===== config.mk =====
export PLATFORM = sky130hd
export DESIGN_NAME = serial_adder
export DESIGN_NICKNAME = d
export VERILOG_FILES = /design/src/rtl/serial_adder.sv
export SDC_FILE = /design/constraint.sdc
export NUM_CORES = 1
export LEC_CHECK = 0
export ABC_AREA = 1
export CORE_ASPECT_RATIO = 1.1
export CORE_UTILIZATION = 55
export DETAILED_ROUTE_END_ITERATION = 16
export PLACE_DENSITY = 0.88
export SKIP_LAST_GASP = 1
export SLEW_MARGIN = 20
export SYNTH_ARGS = -nofsm -noshare
export SYNTH_HDL_FRONTEND = slang
export SYNTH_SLANG_ARGS = --single-unit

===== constraint.sdc =====
create_clock -name clk -period 2.6 [get_ports clk]
set_input_delay 0.78 -clock clk [delete_from_list [all_inputs] [get_ports clk]]
set_output_delay 0.78 -clock clk [all_outputs]
set_load 0.05 [all_outputs]

===== src/rtl/serial_adder.sv =====
// rtl/serial_adder.sv - bit-serial WIDTH-bit adder driving a single full_adder cell, LSB first

module full_adder (
    input  logic a,
    input  logic b,
    input  logic cin,
    output logic sum,
    output logic carry
);
    assign sum   = a ^ b ^ cin;
    assign carry = (a & b) | (cin & (a ^ b));
endmodule

module serial_adder #(
    parameter int WIDTH = 8
) (
    input  logic             clk,
    input  logic             rst,
    input  logic             start,
    input  logic [WIDTH-1:0] a,
    input  logic [WIDTH-1:0] b,
    input  logic             cin,
    output logic             busy,
    output logic             done,
    output logic [WIDTH-1:0] sum,
    output logic             cout
);
    localparam int CW = $clog2(WIDTH) + 1;

    localparam logic [1:0] IDLE  = 2'd0;
    localparam logic [1:0] SHIFT = 2'd1;
    localparam logic [1:0] DONE  = 2'd2;

    logic [1:0]       state;
    logic [WIDTH-1:0] ra;
    logic [WIDTH-1:0] rb;
    logic [WIDTH-1:0] rs;
    logic [WIDTH-1:0] rs_next;
    logic             c;
    logic [CW-1:0]    cnt;
    logic             fa_sum;
    logic             fa_carry;

    full_adder fa (
        .a     (ra[0]),
        .b     (rb[0]),
        .cin   (c),
        .sum   (fa_sum),
        .carry (fa_carry)
    );

    // New bit enters at the MSB; after WIDTH shifts the LSB-first stream is in order.
    assign rs_next = WIDTH'({fa_sum, rs} >> 1);

    assign busy = (state == SHIFT);
    assign done = (state == DONE);

    always_ff @(posedge clk or posedge rst) begin
        if (rst) begin
            state <= IDLE;
            ra    <= '0;
            rb    <= '0;
            rs    <= '0;
            c     <= 1'b0;
            cnt   <= '0;
            sum   <= '0;
            cout  <= 1'b0;
        end else begin
            case (state)
                IDLE: begin
                    if (start) begin
                        ra    <= a;
                        rb    <= b;
                        c     <= cin;
                        cnt   <= '0;
                        state <= SHIFT;
                    end
                end
                SHIFT: begin
                    rs  <= rs_next;
                    c   <= fa_carry;
                    ra  <= ra >> 1;
                    rb  <= rb >> 1;
                    cnt <= cnt + CW'(1);
                    if (cnt == CW'(WIDTH - 1)) begin
                        sum   <= rs_next;
                        cout  <= fa_carry;
                        state <= DONE;
                    end
                end
                DONE:    state <= IDLE;
                default: state <= IDLE;
            endcase
        end
    end
endmodule


After elaboration in Yosys (flattened, before gate mapping):

Index checks and enable logic that the tools add are counted.

* output and inout bits: 11
* ROM bits: 0
* bits in registers: 40
* word-level logic and storage cells: 35
* latch bits: 0
* bits in writable memories: 0
* memories kept: 0

* multipliers: 0
* add/sub/neg operators: 1
* muxes and demuxes: 11
* shifts and indexed selects: 0
* reductions and logical operators: 5
* magnitude comparators: 0
* equal/unequal tests: 5
* bitwise gates (word level): 5
* divide/modulo/power cells: 0

Operators with widths (count)
* 8-bit one-hot mux with 2 select lines: 2
* 8-bit two-way mux: 2
* 4-bit one-hot mux with 2 select lines: 1
* 2-bit AND reduction: 3
* 4-bit by 1-bit adder with 4-bit output, second input constant: 1
* 4-bit by 3-bit == test with 1-bit output, second input constant: 1
* 2-bit two-way mux: 2
* 4-bit two-way mux: 1
* 2-bit one-hot mux with 2 select lines: 1
* 1-bit AND: 2
* 2-bit by 1-bit == test with 1-bit output, second input constant: 1
* 2-bit == test, second input constant: 1
* 2-bit logical NOT: 1
* 2-bit by 1-bit != test with 1-bit output, second input constant: 1
* 2-bit != test, second input constant: 1
* 1-bit one-hot mux with 2 select lines: 1
* 2-bit nonzero test: 1
* 1-bit XOR: 2
* 1-bit two-way mux: 1
* 1-bit bitwise OR: 1

Logic depth before layout (Yosys ltp):

* depth in word-level cells: 4
* depth in mapped cells: 6
* mapped depth without buffers: 6

Cells and area by module:

A second synthesis with hierarchy kept.

* cell total of the unflattened synthesis: 192
* area, all modules: 1704.1 um2

Modules (own cells, without submodules)
* serial_adder: instances 1, area each 1684.1 um2, cells an instance 191
* full_adder: instances 1, area each 20.0 um2, cells an instance 1

Least setup slack after synthesis:

OpenSTA, ideal clock, no wires.

* path kind: flip-flop to output port
* start point: reg state[0]
* end point: out done
* data required time: 1.820 ns
* arrival: 1.083 ns
* cell stages (with the launch flop): 2
* path slack: 0.737 ns
* buffers on the path: 0
* path through: dfrtp_1 > nor2_1

* longest elaborated chain between the ends: 1

Ends and longest elaborated chain
* from (decl): line 34 `logic [1:0] state;`
* from (signal assigned): line 60 `state <= IDLE;`
* from (signal assigned): line 76 `state <= SHIFT;`
* from (signal assigned): line 88 `state <= DONE;`
* 2-bit == test: line 56 `assign done = (state == DONE);`
* to (decl): line 24 `output logic done,`

No other way between the ends.

Worst setup path in the final report:

Same ends and word-level chain as after synthesis.

==> metrics.md <==
| Metric | Value |
|---|---|
| Clk sinks | `39` |
| Netlist cell types | `19` |
| Worst path required time | `1.82 ns` |
| WL/cell | `12.86 um` |
| Worst slew pin tran | `0.4925 ns` |
| Drt via density | `5.502` |
| Clk root buf | `clkbuf_4` |
| Startpoint class of the critical path | `flop` |
| Leakage | `a little over 1 nW` |
| Internal power | `1.354 mW` |
| M1 WL | `1390 um` |
| PwrDens | `1195 nW/um^2` |
| Largest net degree at the start of global routing | `40` |
| Rows | `20` |
| Pins over their slew limit | `0` |
| Congestion Overflow GR | `0` |
| RSZ-0062 raised after global routing | `no` |
| Switching pwr | `1.094 mW` |
| WL final | `3279 um` |
| Post-CTS setup buffer count | `0` |
| Maximum fanout along the worst path | `3` |
| Max-cap viol count | `0` |
| DRC viols | `0` |
| Final core utilization | `71.80%` |
| N_diodes | `0` |
| Met2 Wirelength | `1679 um` |
| Antenna viol nets, final | `0` |
| Crit-path max cell delay | `about 0.80 ns` |
| Comb power frac | `approximately 45%` |
| Total CTS buffers | `5` |
| Final setup vio count | `0` |
| Total global-route track usage | `a little under a quarter` |
| Achievable Freq | `398.7 MHz` |
| Post-Route Setup TNS | `0 ns` |
| CTS tree | `done` |
| Setup CP Type | `reg2out` |
| Initial antenna violation count | `0` |
| Starting Density | `about three fifths` |
| Hold buffers post-CTS | `0` |
| Switching share of power | `44.68%` |
| Final period utilization | `roughly 96%` |
| Flop-to-flop setup slack | `0.99 ns` |
| Core ar. | `roughly 2900 sq um` |
| VDD IR-drop max | `0.9809 mV` |
| First-pass GRT wire length | `about 5500 um` |
| Worst-path cell chain | `nor2_1 -> clkdlybuf4s50_1` |
| Hold Path Class | `reg2reg` |
| Cell count after synthesis | `192` |
| Number of global-route vias before repair | `1324` |
| Final HPWL DP | `2141 um` |
| Part of the power in registers | `a little over two fifths` |
| Nets | `around 240` |
| Share of cells above drive strength 1 | `8.108%` |
| Fillers | `216` |
| Pre-antenna DRT Iters | `4` |
| Skew-Pair Late Insertion Delay | `0.36 ns` |
| Max Root-Sink Buffers | `2` |
| PortBufs | `30` |
| Status | `finished clean` |
| CTS resizes | `0` |
| Die Y | `between 60 and 70 um` |
| H-tree depth | `2` |
| Syn Std Cell Area | `1704 sq um` |
| CP endpoint kind | `primary output` |
| Slowest CP cell | `clkdlybuf4s50_1` |
| Data arrival, critical path | `1.73 ns` |
| I/O pin count | `31` |
| Largest cells by area after synthesis | `dfrtp_1 (57%), nand2_1 (17%), nand3_1 (14%), buf_6 (2.0%), buf_2 (1.5%)` |
| Full die area | `3325 sq um` |
| Sequential cell area fraction in the yosys report | `a little under three fifths` |
| Clk_skew | `0.01513 ns` |
| Detailed-route via count | `1403` |
| FF+latch count, synth | `39` |
| Area leader, netlist | `dfrtp_1` |
| DR top layer | `met4` |
| CP delay by family, top | `buffers and inverters` |
| GP Congestion | `approximately 0.76` |
| Slew margin rel. | `67.07%` |
| Syn_nets | `~210` |
| Synth Warn # | `0` |
| DR iter-0 viols | `59` |
| Worst-path clk slew | `0.12 ns` |
| Die width | `55.08 um` |
| Synth top area share | `57.27%` |
| Final Hold Vio Count | `0` |
| WL met3 | `132 um` |
| Layout area overhead | `20.19%` |
| Worst Path Buf+Inv | `1` |
| Period minus WS final | `2.508 ns` |
| Part of the power in the clock network | `13.3%` |
| Syn_area_per_cell | `8.876 sq um` |
==> path summary, 6_finish.rpt <==
kind,start,endpoint,cells past startpoint
worst max-delay path,state[0],done,2
worst min-delay path,sum[1],sum[1],2
worst max register to register,cnt[0],sum[6],6
worst min register to register,sum[1],sum[1],2
max in group asynchronous,rst,cout,3
min in group asynchronous,rst,rb[2],3
==> area by class of cell <==
class	instances	area, sq um	area share (%)
clock buffer	6	51.30	2.505
clock inverter	1	5.005	0.2443
inverter	6	27.53	1.344
multi-input combinational	137	626.9	30.60
sequential	39	975.9	47.65
tap	33	41.29	2.016
timing repair buffer	33	320.3	15.64
==> cells by family after synthesis <==
kind of cell	synth area share (%)
simple gates	33.26
flops	57.27
buf+inv	5.946
compound gates	1.615
fa+ha+maj	1.909
==> through the flow <==
stage	power [mW]	worst slack, ns	cells	area, sq um	hold WS [ns]
finish	2.448	0.09173	255	2048	0.4778
global route	2.626	0.03485	255	2048	0.5120
CTS	2.457	0.08092	255	2048	0.4840
detailed placement	2.136	0.4949	248	1992	0.4578
global placement	2.083	0.5117	248	1992	0.4533
floorplan	1.866	0.7366	192	1704	0.4495
==> sequential cells by signal (all words and copies together) (netlist names) <==
signal  count
sum         8
cout        1
state       2
ra          8
cnt         4
rs          7
c           1
rb          8
==> per-layer routing <==
layer | global-route usage (%) | up-vias
met3 | 5.263 | 8
met1 | 29.17 | 676
met2 | 38.55 | 35
li1 | - | 684
met5 | 0 | -
met4 | 13.21 | 0
==> worst register-to-register path, stage by stage (launching register included) <==
cell and delay [ns]:
dfrtp_1 0.43, ha_1 0.20, nand2_1 0.09, nor2_2 0.38, nand2_2 0.24, nand2_1 0.11, nand2_1 0.06
==> Yosys cell counts, drive strengths merged <==
cell and count:
buf 10, clkinv 1, dfrtp 39, fa 1, ha 1, inv 5, nand2 78, nand3 47
nand4 1, nor2 4, o21ai 4, o21bai 1
==> placed cells by master (no fill, tap or decap), types with 2 or more instances in the layout <==
| cell | netlist | layout |
|---|---|---|
| nand2_1 | 75 | 75 |
| dfrtp_1 | 39 | 39 |
| clkdlybuf4s50_1 | 0 | 29 |
| nor2_1 | 2 | 2 |
| nand3_1 | 47 | 47 |
| clkbuf_4 | 0 | 5 |
| nand2_2 | 3 | 3 |
| inv_1 | 4 | 4 |
| o21ai_1 | 3 | 3 |
| buf_4 | 2 | 4 |
==> power by group through the flow <==
stage	sequential (mW)	clock, mW	combinational, mW
floorplan	1.25	0	0.620
global placement	1.03	0	1.06
detailed placement	1.04	0	1.09
CTS	1.03	0.328	1.09
global route	1.07	0.353	1.20
finish	1.03	0.326	1.09
Note: power is estimated with default switching activity, not from simulation.
